==> config.mk <==
export PLATFORM = sky130hd
export DESIGN_NAME = sid_reg_read
export DESIGN_NICKNAME = d
export VERILOG_FILES = /design/src/rtl/sid_pkg.sv /design/src/rtl/sid_pot_counter.sv /design/src/rtl/sid_reg_read.sv
export SDC_FILE = /design/constraint.sdc
export NUM_CORES = 1
export LEC_CHECK = 0
export BUFFER_PORTS_ARGS = -buffer_cell sky130_fd_sc_hd__buf_4
export CAP_MARGIN = 25
export CORE_MARGIN = 2
export CORE_UTILIZATION = 60
export CTS_BUF_LIST = sky130_fd_sc_hd__clkbuf_8
export CTS_CLUSTER_DIAMETER = 60
export DETAILED_ROUTE_END_ITERATION = 16
export PLACE_DENSITY = 0.83
export SETUP_SLACK_MARGIN = 0.5
export SLEW_MARGIN = 20
export SYNTH_ARGS = -nofsm -noshare
export SYNTH_HDL_FRONTEND = slang
export SYNTH_HIERARCHICAL = 1
export SYNTH_SLANG_ARGS = --single-unit
export TNS_END_PERCENT = 5
==> constraint.sdc <==
create_clock -name clk -period 4.2 [get_ports clk]
set_clock_uncertainty 0.2 [all_clocks]
set_input_delay 0.63 -clock clk [delete_from_list [all_inputs] [get_ports clk]]
set_output_delay 0.63 -clock clk [all_outputs]
set_load 0.02 [all_outputs]
==> src/rtl/sid_pkg.sv <==
// Shared constants for the SID read-side responder and its paddle counters.
package sid_pkg;

  localparam int unsigned ADDR_W = 5;
  localparam int unsigned DATA_W = 8;

  localparam int unsigned REG_POTX = 32'h19;
  localparam int unsigned REG_POTY = 32'h1A;
  localparam int unsigned REG_OSC3 = 32'h1B;
  localparam int unsigned REG_ENV3 = 32'h1C;

  localparam int unsigned POT_PHASE_W       = 9;
  localparam int unsigned POT_DISCHARGE_END = 255;
  localparam int unsigned POT_PHASE_MAX     = (1 << POT_PHASE_W) - 1;

  localparam logic [DATA_W-1:0] POT_NONE = 8'hFF;

  // Absolute bus address of a register offset relative to the block base.
  function automatic logic [ADDR_W-1:0] reg_addr(input int unsigned base, input int unsigned off);
    return ADDR_W'(base + off);
  endfunction

endpackage

==> src/rtl/sid_pot_counter.sv <==
// One paddle measurement: counts charge ticks until the comparator trips and
// publishes the count at the phase wrap (0xFF when the comparator never trips).
module sid_pot_counter
  import sid_pkg::*;
(
  input  logic                   clk,
  input  logic                   rst,
  input  logic                   clk_en_i,
  input  logic                   dump_i,
  input  logic [POT_PHASE_W-1:0] phase_i,
  input  logic                   comp_i,
  output logic [DATA_W-1:0]      result_o
);

  localparam logic [POT_PHASE_W-1:0] PHASE_LAST = POT_PHASE_W'(POT_PHASE_MAX);

  logic [DATA_W-1:0] count_q, count_d;
  logic [DATA_W-1:0] result_q, result_d;
  logic              frozen_q, frozen_d;

  always_ff @(posedge clk or posedge rst) begin
    if (rst) begin
      count_q  <= '0;
      frozen_q <= 1'b0;
      result_q <= POT_NONE;
    end else begin
      count_q  <= count_d;
      frozen_q <= frozen_d;
      result_q <= result_d;
    end
  end

  // Freeze once the comparator is seen high; the count saturates rather than wraps.
  always_comb begin
    count_d  = count_q;
    frozen_d = frozen_q;
    result_d = result_q;
    if (clk_en_i) begin
      if (dump_i) begin
        count_d  = '0;
        frozen_d = 1'b0;
      end else begin
        if (comp_i) begin
          frozen_d = 1'b1;
        end else if (!frozen_q && (count_q != POT_NONE)) begin
          count_d = count_q + DATA_W'(1);
        end
        if (phase_i == PHASE_LAST) begin
          result_d = count_q;
        end
      end
    end
  end

  assign result_o = result_q;

endmodule

==> src/rtl/sid_reg_read.sv <==
// SID register-bus read responder: POTX/POTY/OSC3/ENV3 readback, decaying bus latch,
// and paddle measurement. Define SID_BUS_DECAY_EN to build the latch decay counter.
module sid_reg_read
  import sid_pkg::*;
#(
  parameter int unsigned BASE_ADDR   = 0,
  parameter int unsigned DECAY_TICKS = 8000
) (
  input  logic              clk,
  input  logic              rst,
  input  logic              clkEn,
  input  logic              iWE,
  input  logic              iRE,
  input  logic [ADDR_W-1:0] iAddr,
  input  logic [DATA_W-1:0] iData,
  input  logic [DATA_W-1:0] iOsc3,
  input  logic [DATA_W-1:0] iEnv3,
  input  logic              iPotX,
  input  logic              iPotY,
  output logic [DATA_W-1:0] oData,
  output logic              oValid,
  output logic              oPotDump
);

  localparam logic [ADDR_W-1:0] ADDR_POTX = reg_addr(BASE_ADDR, REG_POTX);
  localparam logic [ADDR_W-1:0] ADDR_POTY = reg_addr(BASE_ADDR, REG_POTY);
  localparam logic [ADDR_W-1:0] ADDR_OSC3 = reg_addr(BASE_ADDR, REG_OSC3);
  localparam logic [ADDR_W-1:0] ADDR_ENV3 = reg_addr(BASE_ADDR, REG_ENV3);
  localparam logic [POT_PHASE_W-1:0] DISCHARGE_END = POT_PHASE_W'(POT_DISCHARGE_END);

  logic [DATA_W-1:0]      data_q, data_d;
  logic                   valid_q, valid_d;
  logic [DATA_W-1:0]      latch_q, latch_d;
  logic [POT_PHASE_W-1:0] phase_q, phase_d;
  logic                   dump_q, dump_d;
  logic [DATA_W-1:0]      rd_data;
  logic                   rd_hit;
  logic [DATA_W-1:0]      pot_x, pot_y;

`ifdef SID_BUS_DECAY_EN
  localparam int unsigned DECAY_W = $clog2(DECAY_TICKS + 1);
  localparam logic [DECAY_W-1:0] DECAY_LOAD = DECAY_W'(DECAY_TICKS);
  logic [DECAY_W-1:0] decay_q, decay_d;
`endif

  always_ff @(posedge clk or posedge rst) begin
    if (rst) begin
      data_q  <= '0;
      valid_q <= 1'b0;
      latch_q <= '0;
      phase_q <= '0;
      dump_q  <= 1'b1;
`ifdef SID_BUS_DECAY_EN
      decay_q <= '0;
`endif
    end else begin
      data_q  <= data_d;
      valid_q <= valid_d;
      latch_q <= latch_d;
      phase_q <= phase_d;
      dump_q  <= dump_d;
`ifdef SID_BUS_DECAY_EN
      decay_q <= decay_d;
`endif
    end
  end

  // Read decode; write-only addresses return the bus latch.
  always_comb begin
    rd_data = latch_q;
    rd_hit  = 1'b0;
    if (iAddr == ADDR_POTX) begin
      rd_data = pot_x;
      rd_hit  = 1'b1;
    end else if (iAddr == ADDR_POTY) begin
      rd_data = pot_y;
      rd_hit  = 1'b1;
    end else if (iAddr == ADDR_OSC3) begin
      rd_data = iOsc3;
      rd_hit  = 1'b1;
    end else if (iAddr == ADDR_ENV3) begin
      rd_data = iEnv3;
      rd_hit  = 1'b1;
    end
  end

  always_comb begin
    valid_d = iRE;
    data_d  = iRE ? rd_data : data_q;
  end

  // Bus latch: a write beats a same-cycle read, and any load beats decay.
  always_comb begin
    latch_d = latch_q;
`ifdef SID_BUS_DECAY_EN
    decay_d = decay_q;
`endif
    if (iWE) begin
      latch_d = iData;
`ifdef SID_BUS_DECAY_EN
      decay_d = DECAY_LOAD;
`endif
    end else if (iRE && rd_hit) begin
      latch_d = rd_data;
`ifdef SID_BUS_DECAY_EN
      decay_d = DECAY_LOAD;
`endif
    end
`ifdef SID_BUS_DECAY_EN
    else if (clkEn && (decay_q != '0)) begin
      decay_d = decay_q - DECAY_W'(1);
      if (decay_q == DECAY_W'(1)) begin
        latch_d = '0;
      end
    end
`endif
  end

  // Shared pot phase: first half discharges the caps, second half measures.
  always_comb begin
    phase_d = phase_q;
    dump_d  = dump_q;
    if (clkEn) begin
      phase_d = phase_q + POT_PHASE_W'(1);
      dump_d  = (phase_d <= DISCHARGE_END);
    end
  end

  sid_pot_counter u_pot_x (
    .clk      (clk),
    .rst      (rst),
    .clk_en_i (clkEn),
    .dump_i   (dump_q),
    .phase_i  (phase_q),
    .comp_i   (iPotX),
    .result_o (pot_x)
  );

  sid_pot_counter u_pot_y (
    .clk      (clk),
    .rst      (rst),
    .clk_en_i (clkEn),
    .dump_i   (dump_q),
    .phase_i  (phase_q),
    .comp_i   (iPotY),
    .result_o (pot_y)
  );

  assign oData    = data_q;
  assign oValid   = valid_q;
  assign oPotDump = dump_q;

endmodule

# After elaboration in Yosys (flattened, before gate mapping)
# Cells that the tools add are included.
dict set report word_totals {
  register_bits 61
  in_bits 36
  out_inout_bits 10
  wordCells 60
}
dict set report classes {
  n_addsub 3
  order_cmp 1
  eq_ne 9
  muxes 20
  bitwise 1
  n_reduce_logical 15
}
# op n
set op_table {}
lappend op_table {{2-to-1 mux 8 bit} 12}
lappend op_table {{equality test 5 bit (second input constant)} 4}
lappend op_table {{adder 8 x 1 -> 8 bit (second input constant)} 2}
lappend op_table {{inequality test 8 bit (second input constant)} 2}
lappend op_table {{nonzero test 2 bit} 5}
lappend op_table {{adder 9 x 1 -> 9 bit (second input constant)} 1}
lappend op_table {{equality test 9 bit (second input constant)} 1}
lappend op_table {{<= comparator 9 x 8 -> 1 bit (second input constant)} 1}
lappend op_table {{AND reduction 3 bit} 3}
lappend op_table {{2-to-1 mux 1 bit} 8}
lappend op_table {{inequality test 2 x 1 -> 1 bit (second input constant)} 2}
lappend op_table {{AND reduction 2 bit} 2}
lappend op_table {{logical AND 1 bit} 3}
lappend op_table {{zero test 1 bit} 2}
lappend op_table {{NOT 1 bit} 1}

# Depth between registers and ports, before layout
# Gate-level depths: netlist of run 1.
dict set report logic_depth {
  word_depth 8
  depth_mapped 6
}

# By module
# The synthesis of run 1 kept the hierarchy.
# mod instances cells_each area_per_inst_um2
set modules_own_cells {}
lappend modules_own_cells {sid_pot_counter 2 77 862.1}
lappend modules_own_cells {sid_reg_read 1 196 1672.9}

# Least setup slack after synthesis of run 1
# No wires, ideal clock.
dict set report synth_path {
  path_kind {input to register}
  start {in iAddr[1]}
  end {reg latch_q[0]}
  setup_ns 0.135
  arrival_ns 1.665
  required_ns 3.865
  setup_slack_ns 2.200
  stages 5
  n_path_buf 1
  cell_sequence {or3b_1 -> buf_6 -> a21o_1 -> a211oi_1 -> o31ai_1}
}
dict set report synth_via {
  elab_chain_len 7
  elab_cells_between_ends 16
  classes_between {4 x eq/ne; 10 x mux; 2 x reduce/logical}
}
# element line_no
set synth_rtl {}
lappend synth_rtl {{start: declaration} sid_reg_read.sv:14} ;# input logic [ADDR_W-1:0] iAddr,
lappend synth_rtl {{equality test 5 bit} sid_reg_read.sv:81} ;# end else if (iAddr == ADDR_ENV3) begin
lappend synth_rtl {{2-to-1 mux 8 bit / 2-to-1 mux 1 bit (equally long branches)} sid_reg_read.sv:81}
lappend synth_rtl {{2-to-1 mux 8 bit / 2-to-1 mux 1 bit (equally long branches)} sid_reg_read.sv:78} ;# end else if (iAddr == ADDR_OSC3) begin
lappend synth_rtl {{2-to-1 mux 8 bit / 2-to-1 mux 1 bit (equally long branches)} sid_reg_read.sv:75} ;# end else if (iAddr == ADDR_POTY) begin
lappend synth_rtl {{2-to-1 mux 8 bit / 2-to-1 mux 1 bit (equally long branches)} sid_reg_read.sv:72} ;# if (iAddr == ADDR_POTX) begin
lappend synth_rtl {{2-to-1 mux 8 bit / logical AND 1 bit (equally long branches)} sid_reg_read.sv:103} ;# end else if (iRE && rd_hit) begin
lappend synth_rtl {{2-to-1 mux 8 bit / nonzero test 2 bit (equally long branches)} n/a}
lappend synth_rtl {{end signal: assignment} sid_reg_read.sv:59} ;# latch_q <= latch_d;
lappend synth_rtl {{end: declaration} sid_reg_read.sv:33} ;# logic [DATA_W-1:0] latch_q, latch_d;
# Several ways; a longest one is shown, not always the timed one. The select of a mux whose other input is x is not followed.
# A chain may end at the register's enable or synchronous reset.

# Final worst setup path of run 1
dict set report layout_path {
  start {in iAddr[2]}
  end {reg latch_q[6]}
}
# Same word-level chain as after synthesis.

==> results of run 1 <==
layer usage:
metal | up-vias | share of wire | wire length, um | track usage
met2 | 110 | 0.47 | 3770 | 0.433
met3 | 13 | 0.055 | 440 | 0.0636
met5 | - | 0 | 0 | 0
li1 | 1395 | - | - | -
met4 | 0 | 0.017 | 136 | 0.110
met1 | 1450 | 0.46 | 3650 | 0.373
placed cells by master (no fill, tap or decap), types with 8 or more instances in the layout:
| master | n |
|---|---|
| nor2_1 | 31 |
| dfrtp_1 | 44 |
| nand4_1 | 8 |
| clkbuf_8 | 10 |
| nand2_1 | 32 |
| o21ai_0 | 14 |
| a21oi_1 | 28 |
| dfstp_2 | 17 |
| nand3_1 | 22 |
| inv_1 | 9 |
| buf_4 | 45 |
| o31ai_1 | 10 |
| mux2_2 | 16 |
per-stage QoR:
stage	hold WS, ps	setup slack (ps)	std cells
after global routing	161	2010	468
after floorplan	294	2200	350
after CTS	144	2140	468
after detailed placement	314	1820	452
after global placement	315	1870	451
final	149	2140	468
state kept, by name (all words and copies together), names as in the netlist:
register	cells
phase_q	9
oData	8
oValid	1
u_pot_x/count_q	8
u_pot_x/frozen_q	1
u_pot_x/result_o	8
latch_q	8
u_pot_y/frozen_q	1
u_pot_y/result_o	8
oPotDump	1
u_pot_y/count_q	8
cell families (layout without fill, tap and decap cells):
| logic type | count (synthesis) | after routing | share of synthesized area |
|---|---|---|---|
| AND/OR/NAND/NOR | 129 | 129 | 0.205 |
| multiplexers | 16 | 16 | 0.0530 |
| AO/OA/AOI/OAI | 103 | 103 | 0.208 |
| XOR/XNOR | 10 | 10 | 0.0258 |
| buffers and inverters | 27 | 73 | 0.0379 |
| flip-flops | 61 | 61 | 0.456 |
| adder cells (fa/ha/maj) | 4 | 4 | 0.0147 |
worst max-delay path: stages:
cell	delay, ps
buf_4	120
and3b_1	410
and2_1	500
a211oi_1	160
o31ai_1	280
power groups by stage:
| stage | clock, mW | combinational (mW) | sequential [mW] |
|---|---|---|---|
| 2_1_floorplan | 0 | 0.185 | 0.718 |
| 3_3_place_gp | 0 | 0.267 | 0.724 |
| 3_5_place_dp | 0 | 0.280 | 0.721 |
| 4_1_cts | 0.591 | 0.282 | 0.712 |
| 5_1_grt | 0.618 | 0.319 | 0.722 |
| 6_report | 0.585 | 0.282 | 0.715 |
path summary, 6_finish.rpt:
path | from | endpoint | slack, ps | cells after the start
min in group clk | iData[4] | latch_q[4]$_DFFE_PP0P_ | 290 | 3
setup reg to reg | phase_q[5]$_DFFE_PP0P_ | u_pot_y/result_o[3]$_DFFE_PP1P_ | 2230 | 3
hold / removal | rst | phase_q[0]$_DFFE_PP0P_ | 150 | 2
max in group asynchronous | rst | oData[4]$_DFFE_PP0P_ | 3180 | 3
setup / recovery | iAddr[2] | latch_q[6]$_DFFE_PP0P_ | 2140 | 5
hold reg to reg | oData[3]$_DFFE_PP0P_ | oData[3]$_DFFE_PP0P_ | 330 | 2
area by class of cell:
class	instances	area (um2)
Multi-Input combinational cell	262	1720
Sequential cell	61	1550
Fill cell	426	1480
Timing Repair Buffer	46	365
Clock buffer	10	138
Tap cell	72	90.1
Clock inverter	6	86.3
Inverter	11	41.3
==> metrics, run 1 <==
Die Ht=79.2 um; I/O pins=46; area grow syn2layout=17.4%; Finished Core Util=0.729; HPWL Detailed=5760 um; clock sink total=61; CTS resizes=0; PwrDens=396 nW/um2; Arr. time, crit path=2110 ps; Cell Area, Synth=3400 um2; CTS tree=built; Global Route Usage Sum=0.276; row cnt=27; Post-Route WL=8000 um; critical-path maximum fanout=15; Post-Syn Instances=350; logic gate share of total power=0.178; clk slew on worst S/H paths=70 ps; share of the synthesized area in the top cell type=0.324; root buffer cell=clkbuf_8; Die ar.=6280 um2; P_leak=1.71 nW; Max Cap Violations=0; Post-synth top flop=dfrtp_1; Avg WL per Cell=17.1 um; Hold Buf Count CTS=0; Remaining DRCs=0; most common cell in the synthesized netlist=dfrtp_1; fin crit share=0.491; vias per cell=6.34; CP required=4240 ps; DRT iter0 DRCs=225; unrepaired setup endpoints after global routing=no; clk buf depth=2; first-pass GRT wire length=13,400 um; final setup fails=0; initial cell density of the core=0.621; number of synthesized flops with an enable pin=0; list of most frequent post-synthesis cells=44 x dfrtp_1, 32 x nand2_1, 31 x nor2_1; GP Congestion=0.956; DIE WIDTH=79.2 um; final max-slew violation count=0; Reg power frac=0.452; syn_nets=390; Critical Setup Path Class=input pin to flip-flop; Int Pwr=1.11 mW; minimum clock period after layout=2060 ps; port bufs=45; via count=2,968; Achievable Freq=485 MHz; antenna violations before repair=0; setup_tns=0 ps; Hold Violations, Final=0; Worst slew margin=0.571; Psw=469 uW; Setup Fix Bufs, Post-CTS=0; vias in the first global route=2,819; Tot Pwr=1.58 mW; clock share of power=0.370; synthesized flop and latch total=61; Design Area, Final=3990 um2; CORE AREA=5470 um2; post-synthesis sequential area ratio=0.456; Yosys Warn Count=6; Ant. Diodes=0; status=completed; first-pass detailed-route iteration total=5; VDD IR max=0.353 mV; ranking of synthesized cells by area=dfrtp_1 32%, dfstp_2 13%, mux2_2 5.3%; Post-synth ARST share=1.00; Layout Nets=431; largest net degree at the start of global routing=31; HP Class=input pin to async pin; CP endpoint kind=flip-flop; Worst-Margin Slew=643 ps; area leader, netlist=dfrtp_1; antenna-violating nets left=0; Post-DP Area=3760 um2; worst skew pair latency=340 ps; Cell variety after synth=52; grt total ovfl=0; switching share of power=0.296; share of cells above drive strength 1=0.275; syn avg cell area=9.71 um2; crit path launch type=input pin; H-tree depth reported by CTS=3; number of CTS-inserted buffers=9
No activity file was read; power rests on OpenSTA's default activity.
==> run 2: changes to the inputs <==
CORE_UTILIZATION = 54   (was 60)
PLACE_DENSITY = 0.79   (was 0.83)
clock period = 1.8 ns   (was 4.2 ns; I/O delays follow)
==> run 2 against run 1 <==
Against the previous run:
- register-to-register slack got worse by 2100 ps
- power increased to 2.5 times the previous value
- critical path depth grew 1
- clock power is 98% higher
- sequential power is 130% higher
==> metrics, run 2 (synthesis gave the netlist of run 1 again) <==
Int Pwr=2.70 mW (+140%); Max Cap Violations=0 (unchanged); port bufs=45 (unchanged); Avg WL per Cell=18.4 um (+7.7%); GR peak layer=met2; Layout Cells excl Fill=523 (+12%); switching share of power=0.317 (+0.0204); antenna violations before repair=0 (unchanged); Layout Nets=483 (+12%); worst skew pair latency=340 ps (about the same); unrepaired setup endpoints after global routing=yes; Reg power frac=0.421 (-0.031); grt total ovfl=0 (unchanged); CP cell instances=buf_4 > nand2_4 > xor2_1 > o22ai_1 > and4_1 > a221oi_2; largest net degree at the start of global routing=18 (-42%); minimum clock period after layout=1680 ps; first-pass detailed-route iteration total=5 (unchanged); setup_tns=0 ps (unchanged); Critical-path top delay cell=dfrtp_2; H-tree depth reported by CTS=3 (unchanged); GP Congestion=0.870 (-9.0%); Ant. Diodes=0 (unchanged); met2 Usage GRT=0.452 (+0.0186); WP buf/inv=1 (unchanged); HP Class=input pin to flip-flop; Hold Violations, Final=0 (unchanged); Post-Route WL=9620 um (+20%); CP required=1850 ps (-2390 ps); critical-path maximum fanout=4 (-11); Design Area, Final=4630 um2 (+16%); Critical Setup Path Class=flip-flop to flip-flop; Post-DP Area=3960 um2 (+5.1%); status=completed; most flop-heavy register=phase_q; commonest non-fill, non-tap cell in the layout=buf_4; crit path launch type=flip-flop; initial cell density of the core=0.567 (-0.0537); clk buf depth=2 (unchanged); Achievable Freq=596 MHz; Die Ht=83.3 um (+5.1%); worst slack, placed=-147 ps (-1970 ps); fill count=392 (-8.0%); row cnt=28 (+3.7%); Die ar.=6940 um2 (+11%); Worst slew margin=0.569 (-0.00236); M1 GR Usage=0.355 (-0.0180); share of cells above drive strength 1=0.411 (+0.135); CORE AREA=5990 um2 (+9.5%); CP endpoint kind=flip-flop; Remaining DRCs=0 (unchanged); GR Layer Usage met3=0.0586 (-0.00499); clk slew on worst S/H paths=70 ps (about the same); PwrDens=854 nW/um2 (+120%); antenna-violating nets left=0 (unchanged); CP peak stage delay=460 ps (-40 ps); root buffer cell=clkbuf_8; logic gate share of total power=0.286 (+0.108); clock sink total=61 (unchanged); first-pass GRT wire length=15,200 um (+14%); clock share of power=0.293 (-0.077); VDD IR max=0.723 mV (+100%); area grow syn2layout=36.4%; fin crit share=0.932; WHS=32.6 ps (-116 ps); P_leak=1.98 nW (+15%); vias per cell=6.22 (-1.9%); I/O pins=46 (unchanged); DIE WIDTH=83.3 um (+5.1%); worst setup margin=123 ps (-2010 ps); max reg flops=9 (unchanged); placed cell count=480 (+6.2%); vias in the first global route=3,185 (+13%); Arr. time, crit path=1730 ps (-380 ps); HPWL Detailed=5990 um (+4.1%); Psw=1.25 mW (+170%); final max-slew violation count=0 (unchanged); via count=3,253 (+9.6%); number of CTS-inserted buffers=9 (unchanged); final setup fails=0 (unchanged); CTS tree=built; Global Route Usage Sum=0.270 (-0.00653); most frequent cells in the layout=81 x buf_4, 35 x dfrtp_1, 31 x nor2_1; Worst-Margin Slew=646 ps (+3.54 ps); DRT iter0 DRCs=246 (+9.3%); Top delay family on crit path=flip-flops
==> run 2: changes by cell type in the layout (fill, tap and decap cells not counted), moves of 4 or more <==
cell and change:
buf_4 +36, mux2_2 -16, mux2_4 +16, dfrtp_1 -9, dfrtp_2 +9, dlygate4sd3_1 +9
buf_6 +7, and3_1 -4, ha_1 -4, nand3_1 -4
==> run 2: worst paths after layout <==
kind	startpoint	to	slack [ps]	depth (start not counted)
max	phase_q[1]$_DFFE_PP0P_	oPotDump$_DFFE_PP1P_	120	6
min	iPotX	u_pot_x/frozen_q$_DFFE_PP0P_	30	3
max reg2reg	phase_q[1]$_DFFE_PP0P_	oPotDump$_DFFE_PP1P_	120	6
min reg2reg	oData[6]$_DFFE_PP0P_	oData[6]$_DFFE_PP0P_	340	2
max in group asynchronous	rst	u_pot_y/count_q[3]$_DFFE_PP0P_	550	3
min in group asynchronous	rst	phase_q[3]$_DFFE_PP0P_	350	3
==> run 2: power by group through the flow <==
stage	clock [mW]	combinational [mW]	sequential, mW
finish	1.16	1.13	1.66
floorplan	0	0.434	1.68
global placement	0	0.784	1.65
global route	1.24	1.22	1.68
CTS	1.17	1.01	1.65
detailed placement	0	0.808	1.66
==> run 2: what timing repair did <==
action,4_1_cts,5_1_grt
pin swaps,9,10
gates cloned,0,0
buffers inserted,10,8
hold buffers,9,0
gates resized for setup,37,33
endpoints found under the setup margin,66,86
endpoints found under the hold margin,35,0
==> run 2: tightest hold or removal path, cell delays in order <==
cell and delay (ps):
buf_4 100, a21oi_1 60, nor2_1 100
==> run 2: final cells by class <==
cell class	count	area, um2	share of cell area
clock buffers	9	124	0.0267
clock inverters	7	61.3	0.0132
inverters	11	43.8	0.00945
multi-input cells	262	1950	0.422
flip-flops and latches	61	1560	0.337
well taps	75	93.8	0.0203
repair buffers	98	797	0.172
==> run 2: metrics by stage <==
step	util	power [mW]
after floorplan	-	2.11
after global placement	0.660	2.44
after detailed placement	0.660	2.47
after CTS	0.742	3.84
after global routing	0.773	4.14
final	0.773	3.95
==> run 2: layer usage <==
metal	routed length [um]	part of all wire
met3	549	0.057
met5	0	0
met1	4110	0.43
met4	120	0.012
met2	4850	0.50
==> run 3: changes to the inputs <==
BUFFER_PORTS_ARGS = not set   (was -buffer_cell sky130_fd_sc_hd__buf_4)
CORE_UTILIZATION = 60   (was 54)
DONT_BUFFER_PORTS = 1   (was not set)
==> run 3 against run 2 <==
Against the previous run:
- the flow now finishes with violations (negative hold slack)
- maximum frequency is 1.7% lower
- clock power is 9% lower
- critical path depth stayed put
- critical path type unchanged
==> metrics, run 3 (synthesis gave the netlist of run 1 again) <==
reg2reg end=oPotDump$_DFFE_PP1P_; Die ar.=6280 um2 (-9.5%); vias per cell=6.40 (+2.9%); root buffer cell=clkbuf_8; Post-DP Area=3540 um2 (-10%); grt total ovfl=0 (unchanged); Arr. time, crit path=1760 ps (+30 ps); unrepaired setup endpoints after global routing=yes; clock sink total=61 (unchanged); clk slew on worst S/H paths=70 ps (about the same); HPWL Detailed=5460 um (-8.9%); commonest non-fill, non-tap cell in the layout=dfrtp_1; Worst-Margin Slew=638 ps (-8.27 ps); Avg WL per Cell=18.4 um (about the same); row cnt=27 (-3.6%); GP Congestion=0.893 (+2.6%); I/O pins=46 (unchanged); via count=3,003 (-7.7%); fill count=358 (-8.7%); Worst R2R Setup Slack=90 ps (-30 ps); Die Ht=79.2 um (-4.9%); Worst slew margin=0.574 (+0.00552); critical-path maximum fanout=5 (+1); Critical Setup Path Class=flip-flop to flip-flop; port bufs=0 (-100%); Hold Violations, Final=20 (+20); share of cells above drive strength 1=0.280 (-0.131); first-pass detailed-route iteration total=5 (unchanged); DIE WIDTH=79.2 um (-4.9%); first-pass GRT wire length=13,800 um (-9.2%); Max Cap Violations=0 (unchanged); CP endpoint kind=flip-flop; placed cell count=424 (-12%); Achievable Freq=586 MHz (-1.7%); Ant. Diodes=0 (unchanged); max reg flops=9 (unchanged); most frequent cells in the layout=40 x dfrtp_1, 32 x buf_4, 31 x nor2_1; area grow syn2layout=20.7%; Post-Route WL=8630 um (-10%); reg-to-reg startpoint=phase_q[1]$_DFFE_PP0P_; violated checks=negative hold slack; DRT iter0 DRCs=382 (+55%); final setup fails=0 (unchanged); H-tree depth reported by CTS=3 (unchanged); Critical path origin=phase_q[1]$_DFFE_PP0P_; Design Area, Final=4100 um2 (-12%); status=complete, but fails checks; final max-slew violation count=0 (unchanged); number of CTS-inserted buffers=9 (unchanged); antenna-violating nets left=0 (unchanged); P_leak=1.72 nW (-13%); Layout Nets=433 (-10%); clk buf depth=2 (unchanged); PwrDens=891 nW/um2 (+4.3%); vias in the first global route=2,855 (-10%); Tot Pwr=3.65 mW (-7.7%); VDD IR max=0.742 mV (+2.7%); worst skew pair latency=340 ps (about the same); largest net degree at the start of global routing=31 (+13); crit path launch type=flip-flop; initial cell density of the core=0.621 (+0.0537); CP required=1850 ps (about the same); HP Start=clkEn; antenna violations before repair=0 (unchanged); Layout Cells excl Fill=469 (-10%); CP Capture Point=oPotDump$_DFFE_PP1P_; Remaining DRCs=0 (unchanged); HP Class=input pin to flip-flop; WHS=-216 ps (-249 ps); minimum clock period after layout=1710 ps (+28.3 ps); most flop-heavy register=phase_q; CTS tree=built; R2R depth=6 (unchanged); Global Route Usage Sum=0.287 (+0.0167); Hold Buf Count CTS=13 (+4); CORE AREA=5470 um2 (-8.6%); fin crit share=0.948 (+0.0157)
## run 3: changes by cell type in the layout (fill, tap and decap cells not counted), sizes merged
cell / change
clkinv: +1
bufinv: -1
clkbuf: +2
dlygate4sd3: +4
clkinvlp: -2
inv: -1
buf: -54
## run 3: report_power, final
group	internal (mW)	switching, mW	total (mW)
clock	0.552	0.496	1.05
combinational	0.471	0.486	0.958
sequential	1.50	0.149	1.65
## run 3: layout make-up
class | instances | area, um2 | share of cell area
inverter | 11 | 46.3 | 0.0113
timing repair buffer | 48 | 404 | 0.0986
multi-input combinational | 262 | 1840 | 0.448
clock inverter | 4 | 17.5 | 0.00427
clock buffer | 11 | 151 | 0.0369
sequential | 61 | 1550 | 0.379
tap | 72 | 90.1 | 0.0220
## run 3: metrics by stage
stage	setup TNS [ps]	util	setup WS [ps]	hold slack, ps
finish	0	0.749	94.4	-216
global route	0	0.749	32.7	-228
CTS	0	0.735	148	-234
detailed placement	-89.4	0.647	-61.2	46.8
global placement	0	0.647	32.6	44.2
floorplan	0	-	83.4	-9.73
## run 3: critical path, stage by stage (launching register included)
cell and delay, ps:
dfrtp_1 380, buf_4 150, ha_2 190, buf_4 150, a31oi_1 150, o22ai_1 140, a221oi_2 260
## run 3: per-layer routing
layer / up-vias / GRT usage / wire [um]
met4: 0 / 0.0914 / 124
li1: 1394 / - / -
met3: 17 / 0.0602 / 614
met2: 140 / 0.466 / 4200
met1: 1452 / 0.386 / 3700
met5: - / 0 / 0
## run 3: what timing repair did
| item | CTS | global route |
|---|---|---|
| pin swaps | 8 | 4 |
| resized for setup | 16 | 20 |
| setup endpoints to repair | 60 | 60 |
| setup buffers | 15 | 2 |
| endpoints found under the hold margin | 84 | 18 |
## run 3: worst min path at each step
stage	cells after the start	to	slack, ps
after floorplan	1	u_pot_x/count_q[0]$_DFFE_PP0P_	-10
after global placement	2	phase_q[0]$_DFFE_PP0P_	40
after detailed placement	2	phase_q[3]$_DFFE_PP0P_	50
after CTS	1	oPotDump$_DFFE_PP1P_	-230
after global routing	1	oPotDump$_DFFE_PP1P_	-230
final	1	oPotDump$_DFFE_PP1P_	-220
